<file path="config.mk">
export PLATFORM = sky130hd
export DESIGN_NAME = acia_seq_flat
export DESIGN_NICKNAME = d
export VERILOG_FILES = /design/src/rtl/acia_seq_if.sv /design/src/rtl/acia_seq.sv /design/src/flat_wrapper.sv
export SDC_FILE = /design/constraint.sdc
export NUM_CORES = 1
export LEC_CHECK = 0
export CORE_UTILIZATION = 40
export CTS_BUF_LIST = sky130_fd_sc_hd__clkbuf_4 sky130_fd_sc_hd__clkbuf_8
export DETAILED_ROUTE_END_ITERATION = 10
export GPL_TIMING_DRIVEN = 0
export PLACE_DENSITY_LB_ADDON = 0.25
export SKIP_LAST_GASP = 1
export SLEW_MARGIN = 20
export SYNTH_ARGS = -nofsm -noshare
export SYNTH_HDL_FRONTEND = slang
export SYNTH_SLANG_ARGS = --single-unit
</file>
<file path="constraint.sdc">
create_clock -name clk -period 1.8 [get_ports clk]
set_input_delay 0.18 -clock clk [delete_from_list [all_inputs] [get_ports clk]]
set_output_delay 0.18 -clock clk [all_outputs]
set_load 0.05 [all_outputs]
</file>
<file path="src/rtl/acia_seq_if.sv">
// acia_seq_if -- bundle of the requester handshakes, the ACIA register bus
// and (when ACIA_SEQ_RX_EN is defined) the receive-data handshake.
//
// Modports:
//   master : the sequencer's view (drives readies, ACIA strobes, rx data)
//   slave  : the environment's view (requesters, ACIA device, rx consumer)
//
// Signals:
//   a_valid/a_data/a_ready   requester A TX byte handshake
//   b_valid/b_data/b_ready   requester B TX byte handshake
//   acia_cs/we/rs/din        ACIA register strobes and write data
//   acia_dout                ACIA read data, valid the cycle after a read
//   rx_valid/rx_data/rx_ready received-byte handshake (ACIA_SEQ_RX_EN only)
interface acia_seq_if;
  logic       a_valid;
  logic [7:0] a_data;
  logic       a_ready;
  logic       b_valid;
  logic [7:0] b_data;
  logic       b_ready;
  logic       acia_cs;
  logic       acia_we;
  logic       acia_rs;
  logic [7:0] acia_din;
  logic [7:0] acia_dout;
`ifdef ACIA_SEQ_RX_EN
  logic       rx_valid;
  logic [7:0] rx_data;
  logic       rx_ready;

  modport master (
    input  a_valid, a_data, b_valid, b_data, acia_dout, rx_ready,
    output a_ready, b_ready, acia_cs, acia_we, acia_rs, acia_din,
           rx_valid, rx_data
  );
  modport slave (
    output a_valid, a_data, b_valid, b_data, acia_dout, rx_ready,
    input  a_ready, b_ready, acia_cs, acia_we, acia_rs, acia_din,
           rx_valid, rx_data
  );
`else
  modport master (
    input  a_valid, a_data, b_valid, b_data, acia_dout,
    output a_ready, b_ready, acia_cs, acia_we, acia_rs, acia_din
  );
  modport slave (
    output a_valid, a_data, b_valid, b_data, acia_dout,
    input  a_ready, b_ready, acia_cs, acia_we, acia_rs, acia_din
  );
`endif
endinterface

</file>
<file path="src/rtl/acia_seq.sv">
// acia_seq -- initialises a 6850-style ACIA (master reset, then control
// word), then loops polling its status register. A received byte is pulled
// into a one-entry holding register when there is room; otherwise, when the
// transmitter is empty, one of two requesters is granted (round robin) and
// its byte is written to the TX data register.
//
// Optional feature macro: ACIA_SEQ_RX_EN (receive path, RX_R/RX_CAP states,
// rx_* handshake). Undefined: TX-only, status bit 0 ignored.
//
// Ports:
//   clk        system clock
//   rst        synchronous active-high reset
//   bus        acia_seq_if.master (requesters, ACIA bus, rx handshake)
//   init_done  high once the control word has been written
//   line_err   status bit 4 from the most recent status read
module acia_seq #(
  parameter logic [7:0] CTRL_WORD = 8'h15,
  parameter logic [7:0] MRST_WORD = 8'h03
) (
  input  logic       clk,
  input  logic       rst,
  acia_seq_if.master bus,
  output logic       init_done,
  output logic       line_err
);

  typedef enum logic [2:0] {
    S_MRST,
    S_CFG,
    S_POLL,
    S_STAT,
    S_DECIDE,
    S_TX_W
`ifdef ACIA_SEQ_RX_EN
    ,
    S_RX_R,
    S_RX_CAP
`endif
  } state_t;

  typedef enum logic {
    GRANT_A,
    GRANT_B
  } grant_t;

  state_t     state_q, state_d;
  logic [7:0] status_q;
  grant_t     last_grant_q;
  grant_t     grant_q;
  logic [7:0] tx_data_q;
  logic       take_tx;
  grant_t     pick;

  logic       cs_c, we_c, rs_c;
  logic [7:0] din_c;
  logic       a_ready_c, b_ready_c;

`ifdef ACIA_SEQ_RX_EN
  logic       rx_valid_q;
  logic [7:0] rx_data_q;
  logic       unused_status;
  assign unused_status = ^{status_q[7:5], status_q[3:2]};
`else
  logic       unused_status;
  assign unused_status = ^{status_q[7:5], status_q[3:2], status_q[0]};
`endif

  // A lone requester wins; on a tie the one not granted last wins.
  assign pick = (bus.b_valid && (!bus.a_valid || last_grant_q == GRANT_A))
              ? GRANT_B : GRANT_A;

  assign line_err = status_q[4];

  // NOTE: sequential state uses non-blocking assignments so every register
  // samples the pre-edge values of its neighbours.
  always_ff @(posedge clk) begin
    if (rst) begin
      state_q      <= S_MRST;
      status_q     <= 8'h00;
      init_done    <= 1'b0;
      last_grant_q <= GRANT_B;
      grant_q      <= GRANT_A;
      tx_data_q    <= 8'h00;
    end else begin
      state_q <= state_d;
      if (state_q == S_CFG)  init_done <= 1'b1;
      if (state_q == S_STAT) status_q  <= bus.acia_dout;
      // The byte is captured at the grant so a requester misbehaving after
      // DECIDE cannot change what TX_W writes.
      if (take_tx) begin
        grant_q      <= pick;
        last_grant_q <= pick;
        tx_data_q    <= (pick == GRANT_B) ? bus.b_data : bus.a_data;
      end
    end
  end

`ifdef ACIA_SEQ_RX_EN
  always_ff @(posedge clk) begin
    if (rst) begin
      rx_valid_q <= 1'b0;
      rx_data_q  <= 8'h00;
    end else if (state_q == S_RX_CAP) begin
      rx_valid_q <= 1'b1;
      rx_data_q  <= bus.acia_dout;
    end else if (rx_valid_q && bus.rx_ready) begin
      rx_valid_q <= 1'b0;
    end
  end

  assign bus.rx_valid = rx_valid_q;
  assign bus.rx_data  = rx_data_q;
`endif

  // NOTE: every signal written here gets a default first, so no path
  // through the case leaves one unassigned and no latch is inferred.
  always_comb begin
    state_d   = state_q;
    cs_c      = 1'b0;
    we_c      = 1'b0;
    rs_c      = 1'b0;
    din_c     = 8'h00;
    a_ready_c = 1'b0;
    b_ready_c = 1'b0;
    take_tx   = 1'b0;

    case (state_q)
      S_MRST: begin
        cs_c    = 1'b1;
        we_c    = 1'b1;
        din_c   = MRST_WORD;
        state_d = S_CFG;
      end
      S_CFG: begin
        cs_c    = 1'b1;
        we_c    = 1'b1;
        din_c   = CTRL_WORD;
        state_d = S_POLL;
      end
      S_POLL: begin
        cs_c    = 1'b1;
        state_d = S_STAT;
      end
      S_STAT: begin
        state_d = S_DECIDE;
      end
      S_DECIDE: begin
        state_d = S_POLL;
`ifdef ACIA_SEQ_RX_EN
        // Receive first, but only when the holding register is free;
        // otherwise the byte waits inside the ACIA.
        if (status_q[0] && !rx_valid_q) state_d = S_RX_R;
        else
`endif
        if (status_q[1] && (bus.a_valid || bus.b_valid)) begin
          take_tx = 1'b1;
          state_d = S_TX_W;
        end
      end
      S_TX_W: begin
        cs_c      = 1'b1;
        we_c      = 1'b1;
        rs_c      = 1'b1;
        din_c     = tx_data_q;
        a_ready_c = (grant_q == GRANT_A);
        b_ready_c = (grant_q == GRANT_B);
        state_d   = S_POLL;
      end
`ifdef ACIA_SEQ_RX_EN
      S_RX_R: begin
        cs_c    = 1'b1;
        rs_c    = 1'b1;
        state_d = S_RX_CAP;
      end
      S_RX_CAP: begin
        state_d = S_POLL;
      end
`endif
      default: begin
        state_d = S_MRST;
      end
    endcase

    // Strobes and readies hold their reset values while rst is asserted,
    // including a cycle that was mid-TX_W when reset arrived.
    if (rst) begin
      cs_c      = 1'b0;
      we_c      = 1'b0;
      rs_c      = 1'b0;
      din_c     = 8'h00;
      a_ready_c = 1'b0;
      b_ready_c = 1'b0;
    end
  end

  assign bus.acia_cs  = cs_c;
  assign bus.acia_we  = we_c;
  assign bus.acia_rs  = rs_c;
  assign bus.acia_din = din_c;
  assign bus.a_ready  = a_ready_c;
  assign bus.b_ready  = b_ready_c;

endmodule

</file>
<file path="src/flat_wrapper.sv">
// flat-port wrapper written by rule: the top's interface ports become plain ports
module acia_seq_flat 
#(
  parameter logic [7:0] CTRL_WORD = 8'h15,
  parameter logic [7:0] MRST_WORD = 8'h03
)
  (clk, rst, init_done, line_err, bus_a_valid, bus_a_data, bus_b_valid, bus_b_data, bus_acia_dout, bus_a_ready, bus_b_ready, bus_acia_cs, bus_acia_we, bus_acia_rs, bus_acia_din);
  acia_seq_if bus_i ();
  input  logic clk;
  input  logic rst;
  output logic init_done;
  output logic line_err;
  input wire logic [$bits(bus_i.a_valid)-1:0] bus_a_valid;
  input wire logic [$bits(bus_i.a_data)-1:0] bus_a_data;
  input wire logic [$bits(bus_i.b_valid)-1:0] bus_b_valid;
  input wire logic [$bits(bus_i.b_data)-1:0] bus_b_data;
  input wire logic [$bits(bus_i.acia_dout)-1:0] bus_acia_dout;
  output wire logic [$bits(bus_i.a_ready)-1:0] bus_a_ready;
  output wire logic [$bits(bus_i.b_ready)-1:0] bus_b_ready;
  output wire logic [$bits(bus_i.acia_cs)-1:0] bus_acia_cs;
  output wire logic [$bits(bus_i.acia_we)-1:0] bus_acia_we;
  output wire logic [$bits(bus_i.acia_rs)-1:0] bus_acia_rs;
  output wire logic [$bits(bus_i.acia_din)-1:0] bus_acia_din;
  assign bus_i.a_valid = bus_a_valid;
  assign bus_i.a_data = bus_a_data;
  assign bus_i.b_valid = bus_b_valid;
  assign bus_i.b_data = bus_b_data;
  assign bus_i.acia_dout = bus_acia_dout;
  assign bus_a_ready = bus_i.a_ready;
  assign bus_b_ready = bus_i.b_ready;
  assign bus_acia_cs = bus_i.acia_cs;
  assign bus_acia_we = bus_i.acia_we;
  assign bus_acia_rs = bus_i.acia_rs;
  assign bus_acia_din = bus_i.acia_din;
  acia_seq #(.CTRL_WORD(CTRL_WORD), .MRST_WORD(MRST_WORD)) u_core (.clk(clk), .rst(rst), .bus(bus_i), .init_done(init_done), .line_err(line_err));
endmodule
</file>
# Word-level counts from Yosys, hierarchy flattened
# Index checks and enable logic that the tools add are counted.
# W data, S select, Z words.
# totals
register_bits,19
latchBits,0
ramBits,0
rom_bits,0
in_bits,28
out_inout_bits,15
wordCells,40
n_memories,0
# op_classes
add_sub_neg,0
mul,0
div,0
order_cmp,0
n_eq_ne,5
n_shift,0
muxes,18
n_bitwise,2
reduce_logical,9
# op_table
cell,count
$pmux W8 S3,1
$mux W8,2
$pmux W3 S5,1
$mux W1,13
$eq A3 B2 Y1 const B,2
$eq A3 B3 Y1 const B,2
$reduce_or A4 Y1,1
$eq A3 B1 Y1 const B,1
$logic_not A3 Y1,1
$mux W3,1
$reduce_or A3 Y1,1
$logic_and A1 B1 Y1,2
$logic_or A1 B1 Y1,2
$not A1 Y1,2
$reduce_or A2 Y1,1
$logic_not A1 Y1,1

# Longest topological paths before layout
# Gate-level depths: netlist of the first run.
# logic_depth
depth_word,5
depth_mapped,5
mapped_depth_nobuf,3

# Least setup slack after synthesis of the first run
# No wires, ideal clock.
# synth_timing
path_kind,register to output
start,register u_core.state_q[2]
end,output port bus_acia_din[0]
arrival_time_ns,2.938
setup_slack_ns,-1.318
stages_incl_launch_ff,5
path_buffers,1
cell_sequence,dfxtp_1 clkbuf_1 nor2b_1 nor3_1 a21boi_0
# synth_between
elab_chain_cells,3
word_cells_on_any_way,5
cone_classes,eq/ne: 2; mux: 2; reduce/logical: 1
# synth_lines
element,line,source
"start, declared",acia_seq.sv:46,"state_t state_q, state_d;"
"start signal, assigned",acia_seq.sv:85,state_q <= state_d;
$eq A3 B3 Y1 (tied with other cells),acia_seq.sv:127,case (state_q)
$pmux W8 S3 *,acia_seq.sv:127,
$mux W8 *,acia_seq.sv:186,if (rst) begin
"end, declared",flat_wrapper.sv:23,output wire logic [$bits(bus_i.acia_din)-1:0] bus_acia_din;
# Every way passes the cells marked *; elsewhere a longest branch is shown, timed or not.

# Worst setup path after layout of the first run
# layout_timing
start,register u_core.state_q[2]
end,output port bus_acia_we
# layout_between
elab_chain_cells,4
word_cells_on_any_way,6
cone_classes,eq/ne: 2; mux: 2; reduce/logical: 2
# layout_lines
element,line,source
$eq A3 B3 Y1 (tied with other cells),acia_seq.sv:127,
$reduce_or A3 Y1 (no line) *,-,
$mux W1 *,acia_seq.sv:127,
$mux W1 *,acia_seq.sv:186,
"end, declared",flat_wrapper.sv:21,output wire logic [$bits(bus_i.acia_we)-1:0] bus_acia_we;
# Marks and branches as above.

==> results.py, run 1 <==
metrics = {
    "status": {
        "outcome": "finished clean",
    },
    "worst_setup_path": {
        "critical_path.max_stage_delay_ns": 0.53,
        "cpLargestDelayFamily": "buffers and inverters",
        "minimum_setup_slack_among_reg_to_reg_paths_ns": 0.50,
        "worstReg2RegEnd": "u_core.tx_data_q[3]$_SDFFE_PP0P_",
        "setup.worst_path.start_class": "flop",
        "cp.buffers_inverters": 1,
        "timing.critical_path.to": "bus_acia_we",
        "r2r_start": "u_core.state_q[2]$_SDFF_PP0_",
        "critPathRequiredTime_ns": 1.62,
        "crit_slowest_cell": "sky130_fd_sc_hd__clkdlybuf4s15_1",
        "setup.worst_path.end_class": "primary output",
        "crit_chain": "nor2b_1 > nor3_2 > clkdlybuf4s15_1",
        "path_class": "flop to primary output",
        "critical_path_peak_fanout": 11,
        "crit_path_depth": 3,
        "r2r.worst_path.cells": 4,
        "critical_path.startpoint": "u_core.state_q[2]$_SDFF_PP0_",
        "arrival_time_at_the_worst_endpoint_ns": 1.55,
    },
    "routing": {
        "wl_per_cell_um": 12.5,
        "drt_iter0_drc": 17,
        "detail_route.vias_per_cell": 5.14,
        "dr_total_vias": 874,
        "final_antenna_net_count": 0,
        "number_of_iterations_in_the_first_detailed_routing_pass": 4,
        "route.detailed.drc": 0,
        "detail_route.wirelength_um": 2130,
    },
    "timing": {
        "hold_viol_final": 0,
        "final.min_clock_period_ns": 1.73,
        "slew_viol_final": 0,
        "maxClockFrequency_ghz": 0.580,
        "timing_worst_slew_pin_value_ns": 0.483,
        "slew_headroom_pct": 67.6,
        "unrepaired_setup_endpoints_after_global_routing": "yes",
        "report.final.setup_viol": 0,
        "min_period_over_period_pct": 95.8,
        "clock-skew-final_ns": 0.00232,
        "timing.hold.ws_ns": 0.136,
    },
    "cts": {
        "clock-root-buffer": "sky130_fd_sc_hd__clkbuf_4",
        "clock-sinks": 16,
        "clockBufferDepth": 2,
        "holdBufCountCts": 0,
        "cts_max_level": 1,
        "clk-insertion-delay-late_ns": 0.29,
        "cts_made_buffers": 3,
        "cts.clk_slew.worst_paths_ns": 0.10,
        "tritoncts": "done",
        "post_cts_setup_inserts": 0,
    },
    "floorplanning": {
        "area_of_the_die_um2": 2500,
        "start_util_pct": 42.1,
        "num_io_pins": 43,
        "floorplan.rows": 17,
        "std_cell_core_area_um2": 2190,
        "die_w_um": 50.0,
        "die_h_um": 50.0,
    },
    "synthesis": {
        "syn_inst": 104,
        "yosys.cell_types.count": 29,
        "synth_top_family_by_area": "compound AO/OA/AOI/OAI gates",
        "yosys_warnings": 0,
        "synth_adder_area_share_pct": 0,
        "synth_seq_area_share_pct": 34.7,
        "yosys.area.top_type_share_pct": 34.7,
        "netlist_top_cells_area": "sky130_fd_sc_hd__dfxtp_1 35%, sky130_fd_sc_hd__a311oi_2 11%, sky130_fd_sc_hd__a21oi_1 7.6%",
        "synth.ff_latch_count": 16,
        "synthDominantAreaCellType": "sky130_fd_sc_hd__dfxtp_1",
        "synth.mux.area_fraction_pct": 2.17,
        "synth_area_in_simple_gates_pct": 20.7,
        "post-synth-top-count-cell": "sky130_fd_sc_hd__nand2_1",
        "synth_compound_area_share_pct": 29.9,
        "xor_xnor_share_of_the_synthesized_area_pct": 0,
        "syn_area_per_cell_um2": 8.88,
        "dominantRegCellSynth": "sky130_fd_sc_hd__dfxtp_1",
        "synth_edf_count": 0,
        "syn_nets": 132,
        "netlist_top_cells_count": "18 x sky130_fd_sc_hd__nand2_1, 16 x sky130_fd_sc_hd__dfxtp_1, 14 x sky130_fd_sc_hd__a21oi_1, 7 x sky130_fd_sc_hd__a311oi_2",
        "synth.cell_area_um2": 923,
        "postSynth.asyncResetShare_pct": 0,
    },
    "worst_hold_path": {
        "worst_hold_path_type": "input pin to flop",
    },
    "power_and_ir_drop": {
        "sw_frac_of_total_pct": 30.4,
        "netSwitchingPower_w": 0.000254,
        "cellLeakagePower_nw": 0.522,
        "power_frac_comb_pct": 26.0,
        "sequentialPowerShare_pct": 44.2,
        "vdd_drop_max_uv": 368,
        "power_frac_clock_pct": 29.8,
        "cellInternalPower_w": 0.000582,
        "cellPowerDensity_nw_per_um2": 631,
    },
    "grt": {
        "grt_max_degree": 12,
        "number_of_global_route_vias_before_repair": 840,
        "antenna_violations_before_repair": 0,
        "gr-usage-all-layers_pct": 18.6,
        "grt_overflow_total": 0,
        "grt_pass1_wl_um": 3470,
    },
    "final_layout": {
        "n_antenna_cell": 0,
        "fill_cells": 201,
        "num-nets-final": 171,
        "syn2layout_area_growth_pct": 43.4,
        "final-instance-count-excl-fill": 170,
        "final_core_util_pct": 60.4,
        "drive_above_1_share_pct": 30.3,
    },
    "placement": {
        "place_congestion": 0.832,
        "detailed_place_hpwl_um": 1570,
        "place.port_buffers": 35,
        "post-place-cells": 167,
    },
    "run": {
        "max-cap-violations": 0,
    },
}
==> how the worst min path moves through the flow <==
stage | depth (start not counted) | from | to
finish | 2 | rst | u_core.tx_data_q[2]$_SDFFE_PP0P_
global route | 2 | rst | u_core.tx_data_q[1]$_SDFFE_PP0P_
CTS | 2 | rst | u_core.tx_data_q[1]$_SDFFE_PP0P_
detailed placement | 2 | rst | u_core.tx_data_q[1]$_SDFFE_PP0P_
global placement | 2 | rst | u_core.tx_data_q[0]$_SDFFE_PP0P_
floorplan | 2 | bus_acia_dout[1] | u_core.status_q[1]$_SDFFE_PP0N_
==> routing by layer <==
metal,share of wire [%],wire length (um),up-vias,GRT usage [%]
met5,0,0,-,0
met4,0.66,14,0,9.52
met3,5.0,106,2,3.09
met2,51,1080,24,33.3
met1,44,927,407,20.6
li1,-,-,441,-
==> repair_timing <==
| item | CTS | global route |
|---|---|---|
| cloned | 0 | 0 |
| gates resized for setup | 50 | 20 |
| setup endpoints to repair | 13 | 11 |
==> layout by cell type (no fill, tap or decap), types with 2 or more instances in the layout <==
cell type	count
sky130_fd_sc_hd__clkdlybuf4s50_1	22
sky130_fd_sc_hd__clkdlybuf4s15_2	2
sky130_fd_sc_hd__a21boi_2	2
sky130_fd_sc_hd__buf_6	4
sky130_fd_sc_hd__a21oi_1	14
sky130_fd_sc_hd__a211oi_1	3
sky130_fd_sc_hd__a21bo_2	2
sky130_fd_sc_hd__dfxtp_1	15
sky130_fd_sc_hd__buf_2	4
sky130_fd_sc_hd__mux2i_1	2
sky130_fd_sc_hd__clkbuf_8	4
sky130_fd_sc_hd__nor2_1	4
sky130_fd_sc_hd__nand3_1	2
sky130_fd_sc_hd__nand2_1	18
sky130_fd_sc_hd__buf_4	6
sky130_fd_sc_hd__inv_1	4
sky130_fd_sc_hd__clkbuf_2	2
sky130_fd_sc_hd__clkbuf_4	3
sky130_fd_sc_hd__and2_1	5
sky130_fd_sc_hd__a311oi_2	7
sky130_fd_sc_hd__o21ai_0	2
==> sequential cells by signal, summed over array words and instances (netlist names) <==
name / cells
u_core.init_done: 1
u_core.state_q: 3
u_core.status_q: 2
u_core.tx_data_q: 8
u_core.grant_q: 1
u_core.last_grant_q: 1
==> cell families after synthesis <==
kind of cell	after synthesis
buf+inv	14
compound gates	34
flops	16
simple gates	38
mux	2
==> stage by stage <==
stage / TNS, ns / cell area [um2] / setup WS, ns / total power [W]
detailed placement: -3.10 / 1320 / -0.376 / 0.000603
global route: -0.0123 / 1320 / -0.0123 / 0.000865
finish: 0 / 1320 / 0.0749 / 0.000836
global placement: -2.64 / 1320 / -0.313 / 0.000600
CTS: -0.00978 / 1330 / -0.00978 / 0.000842
floorplan: -0.480 / 935 / -0.267 / 0.000513
==> power groups by stage <==
| stage | Clock [W] | Sequential (W) | Combinational (W) |
|---|---|---|---|
| after floorplan | 0 | 0.000386 | 0.000127 |
| after global placement | 0 | 0.000375 | 0.000225 |
| after detailed placement | 0 | 0.000376 | 0.000227 |
| after CTS | 0.000252 | 0.000369 | 0.000221 |
| after global routing | 0.000262 | 0.000370 | 0.000233 |
| final | 0.000249 | 0.000369 | 0.000217 |
==> layout make-up <==
class	count	area, um2	share of cell area (%)
clock buffers	4	36.3	2.74
inverters	4	15.0	1.13
repair buffers	35	318	24.0
multi-input cells	74	502	37.9
plain buffers	9	96.3	7.28
flip-flops and latches	16	322	24.3
well taps	28	35.0	2.65
(Power assumes the default switching activity.)
==> run 2, diff against run 1 <==
--- a/config.mk
+++ b/config.mk
@@ -7,9 +7,10 @@
 export LEC_CHECK = 0
 export CORE_UTILIZATION = 40
 export CTS_BUF_LIST = sky130_fd_sc_hd__clkbuf_4 sky130_fd_sc_hd__clkbuf_8
+export CTS_CLUSTER_DIAMETER = 100
 export DETAILED_ROUTE_END_ITERATION = 10
 export GPL_TIMING_DRIVEN = 0
-export PLACE_DENSITY_LB_ADDON = 0.25
+export PLACE_DENSITY = 0.78
 export SKIP_LAST_GASP = 1
 export SLEW_MARGIN = 20
 export SYNTH_ARGS = -nofsm -noshare
==> results.py, run 2 (synthesized netlist as in run 1, its figures left out) <==
metrics = {
    "final_layout": {
        "reg_top3": "u_core.tx_data_q (8), u_core.state_q (3), u_core.status_q (2)",
        "final_common_cell": "sky130_fd_sc_hd__clkdlybuf4s50_1",
        "fill_cells": 205,
        "most-common-layout-cells": "22 x sky130_fd_sc_hd__clkdlybuf4s50_1, 18 x sky130_fd_sc_hd__nand2_1, 15 x sky130_fd_sc_hd__dfxtp_1",
        "reg_with_most_ffs": "u_core.tx_data_q",
        "layout.cell_area.non_filler_um2": 1320,
        "drive_above_1_share_pct": 29.8,
        "n_antenna_cell": 0,
        "num-nets-final": 171,
        "final-instance-count-excl-fill": 169,
        "flip_flop_count_of_the_largest_register_all_copies_and_words_added": 8,
        "syn2layout_area_growth_pct": 43.0,
    },
    "cts": {
        "holdBufCountCts": 0,
        "clock-root-buffer": "sky130_fd_sc_hd__clkbuf_4",
        "tritoncts": "done",
        "cts_max_level": 1,
        "clock-sinks": 16,
        "clockBufferDepth": 2,
        "clk-insertion-delay-late_ns": 0.28,
        "cts.clk_slew.worst_paths_ns": 0.09,
        "cts_made_buffers": 3,
    },
    "routing": {
        "route.detailed.drc": 0,
        "drt_iter0_drc": 8,
        "dr_total_vias": 897,
        "detail_route.vias_per_cell": 5.31,
        "number_of_iterations_in_the_first_detailed_routing_pass": 4,
        "wl_per_cell_um": 13.0,
        "final_antenna_net_count": 0,
        "detail_route.wirelength_um": 2190,
    },
    "timing": {
        "hold_viol_final": 0,
        "timing_worst_slew_pin_value_ns": 0.503,
        "slew_headroom_pct": 66.4,
        "unrepaired_setup_endpoints_after_global_routing": "yes",
        "clock-skew-final_ns": 0.00421,
        "min_period_over_period_pct": 95.8,
        "worst_slack_ns": 0.0751,
        "maxClockFrequency_ghz": 0.580,
        "report.final.setup_viol": 0,
        "final.min_clock_period_ns": 1.72,
        "slew_viol_final": 0,
    },
    "worst_setup_path": {
        "critPathRequiredTime_ns": 1.62,
        "setup.worst_path.end_class": "primary output",
        "path_class": "flop to primary output",
        "arrival_time_at_the_worst_endpoint_ns": 1.54,
        "setup.worst_path.start_class": "flop",
        "critical_path_peak_fanout": 8,
    },
    "placement": {
        "placed_cell_area_um2": 1320,
        "place_congestion": 0.762,
        "place.port_buffers": 35,
        "post-place-cells": 167,
        "detailed_place_hpwl_um": 1690,
        "dp_worst_setup_slack_ns": -0.379,
    },
    "floorplanning": {
        "start_util_pct": 42.1,
        "std_cell_core_area_um2": 2190,
        "num_io_pins": 43,
        "die_w_um": 50.0,
        "floorplan.rows": 17,
        "area_of_the_die_um2": 2500,
        "die_h_um": 50.0,
    },
    "grt": {
        "gr-usage-all-layers_pct": 20.1,
        "number_of_global_route_vias_before_repair": 882,
        "grt_pass1_wl_um": 3750,
        "antenna_violations_before_repair": 0,
        "grt_max_degree": 12,
        "grt_overflow_total": 0,
    },
    "run": {
        "max-cap-violations": 0,
    },
    "status": {
        "outcome": "finished clean",
    },
    "power_and_ir_drop": {
        "cellLeakagePower_nw": 0.517,
        "vdd_drop_max_uv": 389,
        "cellPowerDensity_nw_per_um2": 586,
    },
    "worst_hold_path": {
        "worst_hold_path_type": "input pin to flop",
    },
}
==> run 2: changes by cell type in the layout (fill, tap and decap cells not counted), sizes merged <==
cell           before  now
clkbuf              9    8
buf                14   12
clkdlybuf4s18       0    1
dlygate4sd2         0    1
==> run 2: metal layers <==
layer  track usage (%)  vias to the layer above  routed length [um]
li1                  -                      442                   -
met1              23.5                      434                 992
met2              34.7                       18                1120
met3              4.01                        3                  59
met4              9.05                        0                  26
met5                 0                        -                   0
==> run 2: metrics by stage <==
step | util, % | hold slack (ns) | setup TNS, ns | total power, W
floorplan | - | 0.324 | -0.480 | 0.000513
global placement | 60.3 | 0.445 | -2.40 | 0.000598
detailed placement | 60.3 | 0.445 | -3.40 | 0.000605
CTS | 60.6 | 0.133 | -0.0135 | 0.000782
global route | 60.3 | 0.134 | -0.0154 | 0.000813
finish | 60.3 | 0.146 | 0 | 0.000774
==> run 2: path summary, 6_finish.rpt <==
kind                                                     from                          endpoint  slack (ns)  cells after the start
worst max register to register   u_core.state_q[2]$_SDFF_PP0_  u_core.tx_data_q[6]$_SDFFE_PP0P_        0.48                      4
worst max-delay path             u_core.state_q[1]$_SDFF_PP0_                       bus_a_ready        0.08                      6
worst min register to register  u_core.init_done$_SDFFE_PP0P_     u_core.init_done$_SDFFE_PP0P_        0.48                      2
worst min-delay path                                      rst  u_core.tx_data_q[1]$_SDFFE_PP0P_        0.15                      2
==> run 2: power by group <==
part           internal, W  total (W)  switching [W]  leakage, nW
Sequential        0.000363   0.000369     0.00000619        0.130
Clock            0.0000778   0.000183       0.000105       0.0138
Combinational    0.0000980   0.000222       0.000124        0.373
==> run 2: final cells by class <==
type                       instances  area, um2  area share (%)
inverter                           4       15.0            1.14
multi-input combinational         74        502            38.0
tap                               28       35.0            2.65
sequential                        16        322            24.4
buffer                             9       96.3            7.30
clock buffer                       3       22.5            1.71
timing repair buffer              35        328            24.8
==> run 2: worst max-delay path, cell delays in order (launching register included) <==
cell and delay, ns:
sky130_fd_sc_hd__dfxtp_1 0.31, sky130_fd_sc_hd__buf_6 0.13, sky130_fd_sc_hd__nor2_2 0.14, sky130_fd_sc_hd__and3_1 0.17
sky130_fd_sc_hd__buf_2 0.15, sky130_fd_sc_hd__nor2b_2 0.14, sky130_fd_sc_hd__clkbuf_4 0.22
==> run 2: what timing repair did <==
action | in CTS | in global routing
setup endpoints to repair | 13 | 10
buffers inserted | 0 | 0
resized for setup | 57 | 6
==> run 3, diff against run 2 <==
--- a/config.mk
+++ b/config.mk
@@ -8,6 +8,7 @@
 export CORE_UTILIZATION = 40
 export CTS_BUF_LIST = sky130_fd_sc_hd__clkbuf_4 sky130_fd_sc_hd__clkbuf_8
 export CTS_CLUSTER_DIAMETER = 100
+export CTS_CLUSTER_SIZE = 20
 export DETAILED_ROUTE_END_ITERATION = 10
 export GPL_TIMING_DRIVEN = 0
 export PLACE_DENSITY = 0.78
==> results of run 3 <==
Final layout, timing and power as in run 2 (identical DEF).
==> edit: new RTL, config.mk and constraints of run 1 <==
Re-encode `state_t` (6 states) as one-hot, 6 bits wide.
--- a/src/rtl/acia_seq.sv
+++ b/src/rtl/acia_seq.sv
@@ -24,13 +24,13 @@
   output logic       line_err
 );
 
-  typedef enum logic [2:0] {
-    S_MRST,
-    S_CFG,
-    S_POLL,
-    S_STAT,
-    S_DECIDE,
-    S_TX_W
+  typedef enum logic [5:0] {
+    S_MRST   = 6'b000001,
+    S_CFG    = 6'b000010,
+    S_POLL   = 6'b000100,
+    S_STAT   = 6'b001000,
+    S_DECIDE = 6'b010000,
+    S_TX_W   = 6'b100000
 `ifdef ACIA_SEQ_RX_EN
     ,
     S_RX_R,
Check against the original RTL: no difference found for any inputs over 10 cycles, from zero or initial values and one cycle with rst high; not proved beyond that.
==> edit against run 1 <==
- the run now ends with setup timing left
- highest routed layer unchanged
- maximum frequency shrank 7.7%
- critical endpoint is now bus_acia_din[7]
- design area grew 27%
- synthesized area grew 12%
- setup slack lost 0.14 ns
- sequential cell count grew 3
- wire length grew 39%
Power is not compared: it rests on default switching activity, and its combinational part moved more than twofold at a synthesized area within 25%.
==> edit: results (changes against run 1) <==
- Status: finished with violations
- Failing checks: setup timing
- R2R Setup Slk: 0.16 ns (-0.34 ns)
- Placed instance area: 1450 um^2 (+10%)
- Clock skew: 0.00526 ns (+0.00294 ns)
- Post-CTS Setup Repair Bufs: 10 (+10)
- Initial drt markers: 10 (-7)
- Routed met2 length: 1.58 mm (+47%)
- Met3 wire len: 120 um (+13%)
- Reg2reg start: u_core.state_q[4]
- Global-route wire length before repair: 4.69 mm (+35%)
- PnR worst setup slack: -0.0697 ns (-0.145 ns)
- Placed cell count: 175 (+4.8%)
- # fillers: 202 (+0.50%)
- Final #Nets: 186 (+8.8%)
- Final setup viols: 10 (+10)
- Post-detail-place hpwl: 1.86 mm (+19%)
- Worst Path Arrival: 1.69 ns (+0.14 ns)
- Top Registers: u_core.tx_data_q x8, u_core.state_q x6, u_core.status_q x2
- Slowest-stage cell, CP: dfxtp_4
- Top cells by count, synth: 19 x dfxtp_1, 8 x mux2i_1, 8 x o2bb2ai_1
- CP max stage delay: 0.38 ns (-0.15 ns)
- Setup crit start: u_core.state_q[1]
- Met2 usage: 44.7% (+11 points)
- Vias in the first global route: 1058 (+26%)
- Place WS: -0.883 ns (-0.507 ns)
- Resize count post-CTS: 125 (+150%)
- Crit-path max FO: 8 (-3)
- Post-synth net total: 137 (+3.8%)
- Reg area: 397 um^2 (+23%)
- Worst Setup EP: bus_acia_din[7]
- Mapped Cells: 109 (+4.8%)
- Sequential area share after synthesis: 36.7% (+2.0 points)
## edit: cell types whose count changed after synthesis, sizes merged, moves of 3 or more
| cell | before | now |
|---|---|---|
| o21ai | 2 | 7 |
| a311oi | 8 | 0 |
| a21oi | 14 | 3 |
| o2bb2ai | 0 | 8 |
| dfxtp | 16 | 19 |
| nand2 | 18 | 2 |
| a211oi | 3 | 0 |
| xor2 | 0 | 3 |
| a31oi | 1 | 4 |
| mux2i | 2 | 8 |
| nor4 | 0 | 3 |
## edit: how the worst min path moves through the flow
stage	startpoint	to	slack (ns)	cells past startpoint
global placement	u_core.tx_data_q[3]	u_core.tx_data_q[3]	0.44	1
global route	bus_acia_dout[4]	u_core.status_q[4]	0.47	3
CTS	bus_acia_dout[1]	u_core.status_q[1]	0.45	3
detailed placement	u_core.tx_data_q[3]	u_core.tx_data_q[3]	0.44	1
finish	bus_acia_dout[4]	u_core.status_q[4]	0.45	3
floorplan	bus_acia_dout[1]	u_core.status_q[1]	0.33	2
## edit: cells by family after synthesis
| group | Yosys count | share of synthesized area (%) |
|---|---|---|
| AOI/OAI and AO/OA | 32 | 22.0 |
| xor gates and xnor gates | 3 | 2.54 |
| buffers and inverters | 12 | 5.80 |
| DFF | 19 | 36.7 |
| muxes | 8 | 7.73 |
| and+or+nand+nor | 35 | 25.2 |
## edit: layout make-up
cell class / instances / area share, %
multi-input combinational: 78 / 40.0
timing repair buffer: 47 / 29.0
sequential: 19 / 23.6
buffer: 5 / 2.67
tap: 30 / 2.23
clock buffer: 3 / 1.34
inverter: 4 / 0.892
clock inverter: 1 / 0.297
## edit: tightest hold or removal path: stages
cell and delay, ns:
clkdlybuf4s50_1 0.41, nand3_1 0.07, a21oi_1 0.05
